===== src/rtl/mem_stage.sv =====
// -----------------------------------------------------------------------------
// mem_stage
//   Memory stage sitting directly behind the registered ALU. Loads and stores
//   use the ALU result as a byte address and run a req/ack access to data
//   memory; every other op forwards the ALU result to the register-file
//   writeback port with one cycle of latency. While an access is outstanding
//   the stage holds upstream with stall.
//
// Ports
//   clk, rst        : clock, synchronous active-high reset
//   in_valid        : alu_rslt and companion fields valid this cycle
//   in_opcode       : opcode aligned with alu_rslt
//   in_wen, in_rd   : instruction writes GPR in_rd
//   alu_rslt        : byte address for LW/SW, otherwise the result value
//   store_data      : SW write data
//   stall           : upstream must hold its current instruction
//   dmem_req/we/addr/wdata : memory request, held stable until dmem_ack
//   dmem_ack/rdata  : memory completion and load data
//   wb_valid/rd/data: register-file writeback (single-cycle pulse)
//   misalign        : one-cycle pulse for an LW/SW with a non-word address
// -----------------------------------------------------------------------------
module mem_stage #(
    parameter logic [5:0] OP_LW = 6'h23,
    parameter logic [5:0] OP_SW = 6'h2B
) (
    input  logic        clk,
    input  logic        rst,
    input  logic        in_valid,
    input  logic [5:0]  in_opcode,
    input  logic        in_wen,
    input  logic [4:0]  in_rd,
    input  logic [31:0] alu_rslt,
    input  logic [31:0] store_data,
    output logic        stall,
    output logic        dmem_req,
    output logic        dmem_we,
    output logic [29:0] dmem_addr,
    output logic [31:0] dmem_wdata,
    input  logic        dmem_ack,
    input  logic [31:0] dmem_rdata,
    output logic        wb_valid,
    output logic [4:0]  wb_rd,
    output logic [31:0] wb_data,
    output logic        misalign
);

    typedef enum logic {
        IDLE = 1'b0,
        BUSY = 1'b1
    } state_t;

    state_t      r_state;
    logic        r_req;
    logic        r_we;
    logic [29:0] r_addr;
    logic [31:0] r_wdata;
    logic        r_wb_valid;
    logic [4:0]  r_wb_rd;
    logic [31:0] r_wb_data;
    logic        r_misalign;
    // Destination of the outstanding load, captured at issue.
    logic [4:0]  r_ld_rd;
    logic        r_ld_wen;

    logic w_is_mem;
    logic w_is_store;
    logic w_aligned;

    assign w_is_store = (in_opcode == OP_SW);
    assign w_is_mem   = (in_opcode == OP_LW) || w_is_store;
    assign w_aligned  = (alu_rslt[1:0] == 2'b00);

    always_ff @(posedge clk) begin
        if (rst) begin
            r_state    <= IDLE;
            r_req      <= 1'b0;
            r_we       <= 1'b0;
            r_addr     <= '0;
            r_wdata    <= '0;
            r_wb_valid <= 1'b0;
            r_wb_rd    <= '0;
            r_wb_data  <= '0;
            r_misalign <= 1'b0;
            r_ld_rd    <= '0;
            r_ld_wen   <= 1'b0;
        end else begin
            // Writeback and misalign are pulses; default them low each cycle.
            r_wb_valid <= 1'b0;
            r_misalign <= 1'b0;

            case (r_state)
                IDLE: begin
                    if (in_valid) begin
                        if (w_is_mem) begin
                            if (w_aligned) begin
                                r_state  <= BUSY;
                                r_req    <= 1'b1;
                                r_we     <= w_is_store;
                                r_addr   <= alu_rslt[31:2];
                                r_wdata  <= store_data;
                                r_ld_rd  <= in_rd;
                                r_ld_wen <= in_wen;
                            end else begin
                                r_misalign <= 1'b1;
                            end
                        end else begin
                            // GPR 0 is hardwired, so never report a write to it.
                            r_wb_valid <= in_wen && (in_rd != 5'd0);
                            r_wb_rd    <= in_rd;
                            r_wb_data  <= alu_rslt;
                        end
                    end
                end

                BUSY: begin
                    // in_valid is ignored here: upstream is stalled and will
                    // present its instruction again once we return to IDLE.
                    if (dmem_ack) begin
                        r_state <= IDLE;
                        r_req   <= 1'b0;
                        if (!r_we) begin
                            r_wb_valid <= r_ld_wen && (r_ld_rd != 5'd0);
                            r_wb_rd    <= r_ld_rd;
                            r_wb_data  <= dmem_rdata;
                        end
                    end
                end

                default: r_state <= IDLE;
            endcase
        end
    end

    assign stall      = (r_state == BUSY);
    assign dmem_req   = r_req;
    assign dmem_we    = r_we;
    assign dmem_addr  = r_addr;
    assign dmem_wdata = r_wdata;
    assign wb_valid   = r_wb_valid;
    assign wb_rd      = r_wb_rd;
    assign wb_data    = r_wb_data;
    assign misalign   = r_misalign;

endmodule


===== config.mk =====
export PLATFORM = sky130hd
export DESIGN_NAME = mem_stage
export DESIGN_NICKNAME = d
export VERILOG_FILES = /design/src/rtl/mem_stage.sv
export SDC_FILE = /design/constraint.sdc
export NUM_CORES = 1
export LEC_CHECK = 0
export BUFFER_PORTS_ARGS = -buffer_cell sky130_fd_sc_hd__buf_2
export CELL_PAD_IN_SITES_DETAIL_PLACEMENT = 1
export CELL_PAD_IN_SITES_GLOBAL_PLACEMENT = 1
export CORE_UTILIZATION = 39
export DETAILED_ROUTE_END_ITERATION = 16
export GPL_TIMING_DRIVEN = 0
export PLACE_DENSITY_LB_ADDON = 0.15
export SETUP_SLACK_MARGIN = 0.02
export SYNTH_ARGS = -nofsm -noshare
export SYNTH_HDL_FRONTEND = slang
export SYNTH_SLANG_ARGS = --single-unit

===== constraint.sdc =====
create_clock -name clk -period 3.45 [get_ports clk]
set_clock_uncertainty 0.15 [all_clocks]
set_input_delay 0.345 -clock clk [delete_from_list [all_inputs] [get_ports clk]]
set_output_delay 0.345 -clock clk [all_outputs]
set_load 0.1 [all_outputs]

==> results.yml, run 1 <==
clocking:
  root_buffer: "clkbuf_16"
  cts_resized: 0
  clk_latency_ps: 350
  cts_tree: "done"
  clkTransAtPathRegs_ps: 70
  postCtsSetupRepairBufs: 0
  cts_made_buffers: 9
  htreeDepth: 3
  cts_buffer_depth: 2
  postCtsHoldBufs: 0
  cts.sinks: 110
placement:
  place_hpwl_mm: 11.6
  placed_cells: 918
  numPortBuffers: 214
  gp_congestion: 0.751
final_layout:
  multi_input_area_um2: 2970
  stdcell_count: 934
  regArea_um2: 2200
  drive_gt1_share_pct: 37.7
  num_antenna_cells: 0
  fillers: 1576
  area_delta_synth_final_pct: 29.1
  nets: 865
grt:
  grt_pass1_vias: 4752
  grt_overflow_total: 0
  grtUsageTotal_pct: 21.4
  grt_max_degree: 18
  grt_pass1_wl_mm: 24.1
  antenna_found_initial: 0
worst_setup_path:
  crit_path_end_kind: "register"
  critPathArrivalTime_ps: 2090
  critPathLaunchType: "register"
  cp_data_required_time_ps: 3550
  crit_type: "register to register"
  cp_max_fo: 10
sta:
  min_period_ps: 2000
  finalSetupTns_ps: 0
  whs_ps: 91.6
  setup_violations: 0
  hold_viol: 0
  maxSlewViolCount: 0
  relSlewSlack_pct: 62.4
  tightest_slew_ps: 565
  rsz0062_at_grt: "false"
  fmax_ghz: 0.500
  finalCritPeriodShare_pct: 57.9
detailed_routing:
  first_pass_iters: 4
  drt_iter0_markers: 166
  drc_errors: 0
  vias: 4468
  wl_per_cell_um: 16.4
  routed_wl_mm: 15.3
  vias_per_cell: 4.78
  final_antenna_net_count: 0
floorplanning:
  start_util_pct: 40.5
  row_count: 42
  die_h_um: 120
  core_area_um2: 13500
  die_width_um: 120
  ioPinCount: 216
  dieArea_um2: 14500
min_path:
  hold_path.class: "input pin to register"
pwr:
  vdd_drop_max_uv: 257
  powerDensity_nw_per_um2: 414
  finalPower_mw: 2.91
  leakagePower_nw: 3.09
synthesis:
  synth.ff_latch_count: 110
  synth_cell_types: 28
  yosys_warnings: 0
  synth-edff-count: 0
  seq_area_frac_synth_pct: 40.4
  ys.flop_type: "dfxtp_1"
  async_reset_ff_share_pct: 0
  synth_nets: 640
  synthCells: 528
  syn_avg_cell_area_um2: 10.3
  synth_area_um2: 5450
run_status:
  status: "completed"
flow_run:
  drv_cap: 0
cell usage in the layout, fill, tap and decap left out, types with 4 or more instances in the layout:
cell type / n
mux2_2: 7
dfxtp_1: 110
clkbuf_16: 9
buf_2: 219
nand2b_1: 138
clkbuf_1: 22
mux2_4: 30
buf_6: 8
clkinvlp_4: 4
nor2_1: 42
nor2b_1: 37
mux2i_1: 106
routing by layer:
metal	up-vias	global-route usage, %	wire, µm
met5	-	0	0
li1	2175	-	-
met1	2163	24.6	6400
met3	15	5.42	802
met2	115	38.9	7880
met4	0	6.10	192
final cells by class:
cell class                 count  share of cell area [%]
sequential                   110                    31.3
multi-input combinational    376                    42.1
clock buffer                  11                    3.31
buffer                        41                    3.98
tap                          176                    3.13
clock inverter                 5                   0.854
timing repair buffer         214                    15.2
inverter                       1                  0.0534
sequential cells by signal (all words and copies together), names as in the netlist:
name        flops
wb_valid        1
r_ld_wen        1
stall           1
misalign        1
dmem_we         1
dmem_wdata     32
dmem_addr      30
wb_data        32
wb_rd           5
r_ld_rd         5
dmem_req        1
cell usage after synthesis, types with 2 or more instances:
cell type	instances	area, µm²
mux2i_1	106	1060
clkbuf_1	20	75.1
buf_2	5	25.0
buf_1	2	7.51
buf_4	3	22.5
buf_6	8	90.1
mux2_2	7	78.8
nor2b_1	37	231
nor3_1	2	10.0
nand2_1	2	7.51
nand2b_1	138	863
dfxtp_1	110	2200
buf_12	3	60.1
nor2_1	42	158
mux2_4	30	450
worst paths after layout:
path | from | cells past startpoint | slack (ps) | end
hold / removal | store_data[16] | 3 | 90 | dmem_wdata[16]
setup reg to reg | stall | 6 | 1450 | wb_data[27]
setup / recovery | stall | 6 | 1450 | wb_data[27]
hold reg to reg | dmem_addr[17] | 2 | 320 | dmem_addr[17]
through the flow:
step | instance area [µm²] | utilization (%) | setup slack (ps)
floorplan | 5450 | - | 995
global placement | 6740 | 50.1 | 1410
detailed placement | 6740 | 50.1 | 1410
CTS | 7040 | 52.3 | 1420
global route | 7040 | 52.3 | 1320
finish | 7040 | 52.3 | 1450
report_power, final:
part           internal [mW]  switching [mW]  total [mW]
registers               1.30          0.0142        1.31
clock network          0.564           0.486        1.05
logic                  0.182           0.367       0.548
total                   2.05           0.866        2.91
worst max-delay path, cell delays in order (launching register included):
cell and delay (ps):
dfxtp_1 320, buf_2 170, buf_2 330, buf_4 300, mux2i_1 260, nor2_1 70
mux2_4 280
cells by family after synthesis:
logic type,Yosys count,share of synthesized area (%)
simple gates,227,24.3
mux,143,29.2
flops,110,40.4
buf+inv,42,5.21
compound gates,6,0.918
No activity file was read; power rests on OpenSTA's default activity.
==> inputs of run 2 (changes only) <==
--- a/config.mk
+++ b/config.mk
@@ -8,7 +8,7 @@
 export BUFFER_PORTS_ARGS = -buffer_cell sky130_fd_sc_hd__buf_2
 export CELL_PAD_IN_SITES_DETAIL_PLACEMENT = 1
 export CELL_PAD_IN_SITES_GLOBAL_PLACEMENT = 1
-export CORE_UTILIZATION = 39
+export CORE_UTILIZATION = 33
 export DETAILED_ROUTE_END_ITERATION = 16
 export GPL_TIMING_DRIVEN = 0
 export PLACE_DENSITY_LB_ADDON = 0.15
==> constraint.sdc (replaced) <==
create_clock -name clk -period 1.8 [get_ports clk]
set_clock_uncertainty 0.15 [all_clocks]
set_input_delay 0.18 -clock clk [delete_from_list [all_inputs] [get_ports clk]]
set_output_delay 0.18 -clock clk [all_outputs]
set_load 0.1 [all_outputs]
==> run 2 against run 1 <==
- total power grew 97%
- via count grew 6.4%
- flip-flop and latch count is the same
- critical path type unchanged
- largest cell class unchanged
- largest power group unchanged
==> results.yml, run 2 (synthesis results as in run 1) <==
placement:
  place_hpwl_mm: 12.2
  gp_congestion: 0.718
  numPortBuffers: 214
sta:
  finalSetupTns_ps: 0
  hold_viol: 0
  tightest_slew_ps: 625
  setup_violations: 0
  maxSlewViolCount: 0
  fmax_ghz: 0.570
  relSlewSlack_pct: 58.4
  finalCritPeriodShare_pct: 97.5
  rsz0062_at_grt: "true"
  min_period_ps: 1760
grt:
  grtUsageTotal_pct: 20.1
  grt_overflow_total: 0
  grt_pass1_vias: 5282
  grt_max_degree: 19
  antenna_found_initial: 0
  grt_pass1_wl_mm: 26.3
clocking:
  cts.sinks: 110
  cts_buffer_depth: 2
  htreeDepth: 3
  clk_latency_ps: 350
  cts_tree: "done"
  root_buffer: "clkbuf_16"
  clkTransAtPathRegs_ps: 80
  cts_made_buffers: 9
worst_setup_path:
  crit_type: "register to register"
  critPathArrivalTime_ps: 1870
  max_stage_delay_ps: 350
  crit_chain: "buf_6, nor4b_4, and3_1, buf_12, buf_12, mux2i_2"
  crit_family: "simple AND/OR/NAND/NOR gates"
  cp_data_required_time_ps: 1920
  critPathLaunchType: "register"
  cp_max_fo: 10
  slowest_stage: "dfxtp_4"
  cp_common_cell: "buf_12"
  crit_path_end_kind: "register"
  path_buf_inv: 3
pwr:
  powerDensity_nw_per_um2: 727
  leakagePower_nw: 3.45
  vdd_drop_max_uv: 413
  finalPower_mw: 5.75
final_layout:
  final_common_cell: "buf_2"
  most-common-layout-cells: "217 x buf_2, 138 x nand2b_1, 108 x dfxtp_1"
  area_delta_synth_final_pct: 45.2
  num_antenna_cells: 0
  fillers: 1859
  nets: 937
  drive_gt1_share_pct: 35.4
floorplanning:
  die_width_um: 131
  row_count: 46
  ioPinCount: 216
  core_area_um2: 16000
  dieArea_um2: 17000
  start_util_pct: 34.1
  die_h_um: 131
detailed_routing:
  vias: 4752
  drt_iter0_markers: 100
  routed_wl_mm: 16.7
  wl_per_cell_um: 16.0
  drc_errors: 0
  first_pass_iters: 4
  vias_per_cell: 4.54
  final_antenna_net_count: 0
run_status:
  status: "completed"
min_path:
  hold_path.class: "input pin to register"
flow_run:
  drv_cap: 0
## run 2: worst paths after layout
| check | startpoint | to | slack (ps) | cells after the start |
|---|---|---|---|---|
| hold / removal | dmem_rdata[19] | wb_data[19] | 50 | 4 |
| setup / recovery | stall | dmem_wdata[29] | 40 | 6 |
| setup reg to reg | stall | dmem_wdata[29] | 40 | 6 |
| hold reg to reg | dmem_addr[19] | dmem_addr[19] | 320 | 2 |
## run 2: repair_timing
| item | 4_1_cts | 5_1_grt |
|---|---|---|
| hold buffers | 72 | 0 |
| resized for setup | 12 | 5 |
| hold endpoints to repair | 72 | 0 |
| pin swaps | 1 | 1 |
| setup buffers | 0 | 1 |
| endpoints found under the setup margin | 68 | 69 |
## run 2: through the flow
| stage | cells | util (%) | hold slack [ps] | area [µm²] | setup slack (ps) |
|---|---|---|---|---|---|
| after detailed placement | 958 | 42.6 | 298 | 6820 | -159 |
| after CTS | 1046 | 49.3 | 43.6 | 7890 | 29.3 |
| after global routing | 1046 | 49.5 | 61.7 | 7910 | -13.2 |
| after global placement | 958 | 42.6 | 288 | 6820 | -50.9 |
| after floorplan | 528 | - | 170 | 5480 | -17.9 |
| final | 1046 | 49.5 | 47.8 | 7910 | 44.9 |
## run 2: final cells by class
type                    count  area [µm²]  share of cell area (%)
flip-flops and latches    110        2210                    27.9
plain buffers              40         345                    4.36
clock inverters             7        72.6                   0.917
inverters                   1        3.75                  0.0474
well taps                 216         270                    3.42
repair buffers            287        1800                    22.7
clock buffers               9         225                    2.85
multi-input cells         376        2990                    37.8
## run 2: worst min-delay path, stage by stage
cell	delay, ps
buf_2	80
mux2i_1	60
nor2_1	80
mux2_4	140
## run 2: layer usage
layer,vias to the layer above,share of wire [%],global-route usage [%]
li1,2320,-,-
met1,2267,43,23.2
met2,141,50,35.9
met3,24,5.2,4.11
met4,0,2.1,8.45
met5,-,0,0
## run 2: report_power, final
part,total [mW],switching [mW],internal [mW],leakage [nW]
Clock,2.06,0.968,1.09,0.150
Combinational,1.18,0.729,0.451,2.40
Sequential,2.52,0.0272,2.49,0.895
Total,5.75,1.72,4.03,3.45
==> inputs of run 3 (changes only) <==
--- a/config.mk
+++ b/config.mk
@@ -5,10 +5,11 @@
 export SDC_FILE = /design/constraint.sdc
 export NUM_CORES = 1
 export LEC_CHECK = 0
+export ABC_AREA = 1
 export BUFFER_PORTS_ARGS = -buffer_cell sky130_fd_sc_hd__buf_2
 export CELL_PAD_IN_SITES_DETAIL_PLACEMENT = 1
 export CELL_PAD_IN_SITES_GLOBAL_PLACEMENT = 1
-export CORE_UTILIZATION = 33
+export CORE_UTILIZATION = 29
 export DETAILED_ROUTE_END_ITERATION = 16
 export GPL_TIMING_DRIVEN = 0
 export PLACE_DENSITY_LB_ADDON = 0.15
==> run 3 against run 2 <==
- cell area decreased by 0.93%
- clock power is 10% higher
- combinational power is essentially flat
- register-to-register slack gained 90 ps
- wire length rose by 10%
- largest power group unchanged
- highest routed layer is now met5
==> results.yml, run 3 <==
pwr:
  finalPower_mw: 5.97
  leakagePower_nw: 4.80
  vdd_drop_max_uv: 451
  powerDensity_nw_per_um2: 762
placement:
  gp_congestion: 0.771
  numPortBuffers: 215
  place_hpwl_mm: 13.4
final_layout:
  area_delta_synth_final_pct: 46.6
  final_common_cell: "nand2_1"
  most-common-layout-cells: "257 x nand2_1, 228 x buf_2, 187 x inv_1"
  multi_input_area_um2: 2190
  nets: 1289
  drive_gt1_share_pct: 23.4
  regArea_um2: 2210
  fillers: 2460
floorplanning:
  ioPinCount: 216
  die_h_um: 138
  core_area_um2: 18000
  start_util_pct: 29.7
  row_count: 49
  die_width_um: 138
  dieArea_um2: 19000
sta:
  relSlewSlack_pct: 64.5
  fmax_ghz: 0.600
  rsz0062_at_grt: "true"
  finalCritPeriodShare_pct: 92.7
  tightest_slew_ps: 533
  finalSetupTns_ps: 0
  setup_violations: 0
  hold_viol: 0
  min_period_ps: 1670
  maxSlewViolCount: 0
synthesis:
  synth_fa_ha_area_share_pct: 0
  synth_top_area_share_pct: 41.2
  synth_cell_types: 19
  yosys_warnings: 0
  synth_simple_gate_area_share_pct: 36.3
  seq_area_frac_synth_pct: 41.2
  synth_nets: 990
  yosysTopAreaCell: "dfxtp_1"
  synth-edff-count: 0
  async_reset_ff_share_pct: 0
  ys.flop_type: "dfxtp_1"
  synth.ff_latch_count: 110
  synth_top_family_by_area: "simple AND/OR/NAND/NOR gates"
  synth_compound_area_share_pct: 4.31
  muxShareOfSynthArea_pct: 0
  synth_area_leaders: "dfxtp_1 41%, nand2_1 18%, inv_1 13%, nor2_1 13%, nand4_1 4.4%"
  synth_area_um2: 5350
  ys_top_cells_by_count: "257 x nand2_1, 187 x inv_1, 182 x nor2_1"
  syn_avg_cell_area_um2: 6.09
  yosys.cell_count.top_type: "nand2_1"
  synthXorXnorAreaFrac_pct: 0
  synthCells: 878
worst_setup_path:
  crit_path_end_kind: "register"
  r2r.worst_path.cells: 7
  cp_max_fo: 10
  worstReg2RegEnd: "dmem_addr[3]"
  crit_chain: "buf_6, nor3_2, nand3_2, buf_6, buf_2, nor2_1, nor2_1"
  critPathArrivalTime_ps: 1760
  r2r_start: "stall"
  cp_data_required_time_ps: 1900
  max_stage_delay_ps: 350
  crit_type: "register to register"
  r2r_setup_slack_ps: 130
  critPathLaunchType: "register"
  slowest_stage: "dfxtp_4"
detailed_routing:
  first_pass_iters: 4
  vias_per_cell: 4.27
  routed_wl_mm: 18.5
  drt_iter0_markers: 145
  wl_per_cell_um: 13.1
  final_antenna_net_count: 0
  vias: 6031
  drc_errors: 0
min_path:
  min_from: "alu_rslt[1]"
  holdPathStages: 5
  hold_path.class: "input pin to register"
  hold_end: "wb_data[1]"
clocking:
  clkTransAtPathRegs_ps: 90
  cts.sinks: 110
  root_buffer: "clkbuf_16"
  htreeDepth: 3
  cts_tree: "done"
  cts_made_buffers: 9
  cts_buffer_depth: 2
  clk_latency_ps: 360
run_status:
  status: "completed"
flow_run:
  drv_cap: 0
grt:
  grtUsageTotal_pct: 19.7
  grt_max_degree: 20
  antenna_found_initial: 2
  grt_overflow_total: 0
  grt_pass1_vias: 5900
  grt_pass1_wl_mm: 28.9
## run 3: changes by cell type after synthesis, sizes merged, moves of 38 or more
cell,before,now
nand2,2,257
inv,1,188
nor2,42,182
nand2b,139,0
mux2i,106,0
nand4,0,38
## run 3: kinds of logic (layout without fill, tap and decap cells)
family	after synthesis	after routing
compound gates	44	44
flops	110	110
buf+inv	238	542
other cells	0	2
simple gates	486	486
## run 3: final cells by class
class	count	share of cell area, %
flip-flops and latches	110	28.2
multi-input cells	530	27.9
clock inverters	7	1.31
repair buffers	288	23.0
inverters	188	9.00
well taps	229	3.65
clock buffers	9	2.87
diodes	2	0.0638
plain buffers	50	3.99
## run 3: through the flow
stage / instance area, µm² / setup WS, ps / util, % / hold slack (ps) / std cells
3_5_place_dp: 6720 / -97.0 / 37.3 / 246 / 1322
6_report: 7840 / 132 / 43.5 / 91.8 / 1413
2_1_floorplan: 5350 / 158 / - / 89.4 / 878
5_1_grt: 7840 / -24.6 / 43.5 / 117 / 1411
4_1_cts: 7770 / 26.9 / 43.1 / 60.1 / 1410
3_3_place_gp: 6720 / -78.6 / 37.3 / 251 / 1322
## run 3: power by group
part | leakage, nW | switching [mW] | internal [mW] | total [mW]
clock | 0.157 | 1.03 | 1.24 | 2.27
combinational | 3.74 | 0.818 | 0.347 | 1.17
sequential | 0.897 | 0.0331 | 2.50 | 2.53
total | 4.80 | 1.88 | 4.09 | 5.97
## run 3: worst max path at each step
stage | slack [ps] | depth (start not counted) | to | startpoint
2_1_floorplan | 160 | 8 | wb_data[15] | stall
3_3_place_gp | -80 | 6 | dmem_addr[20] | rst
3_5_place_dp | -100 | 6 | dmem_addr[24] | rst
4_1_cts | 30 | 8 | wb_data[8] | stall
5_1_grt | -20 | 7 | dmem_addr[12] | stall
6_report | 130 | 7 | dmem_addr[3] | stall
## run 3: critical path, delay by kind of cell (launching register included)
family / cells / cell delay, ps
buffers and inverters: 3 / 530
AND/OR/NAND/NOR: 4 / 530
flip-flops: 1 / 350
## run 3: what timing repair did
action                                  CTS  global route
endpoints found under the setup margin   24           107
resized for setup                         3            27
pin swaps                                 0             1
endpoints found under the hold margin    72             0
setup buffers                             0             1
hold buffers                             72             0
## run 3: layer usage
| layer | vias up | share of wire, % | global-route usage (%) |
|---|---|---|---|
| met2 | 139 | 48 | 34.1 |
| met5 | - | 0.092 | 0 |
| li1 | 3152 | - | - |
| met4 | 2 | 1.5 | 6.22 |
| met3 | 18 | 5.5 | 4.56 |
| met1 | 2720 | 45 | 24.0 |
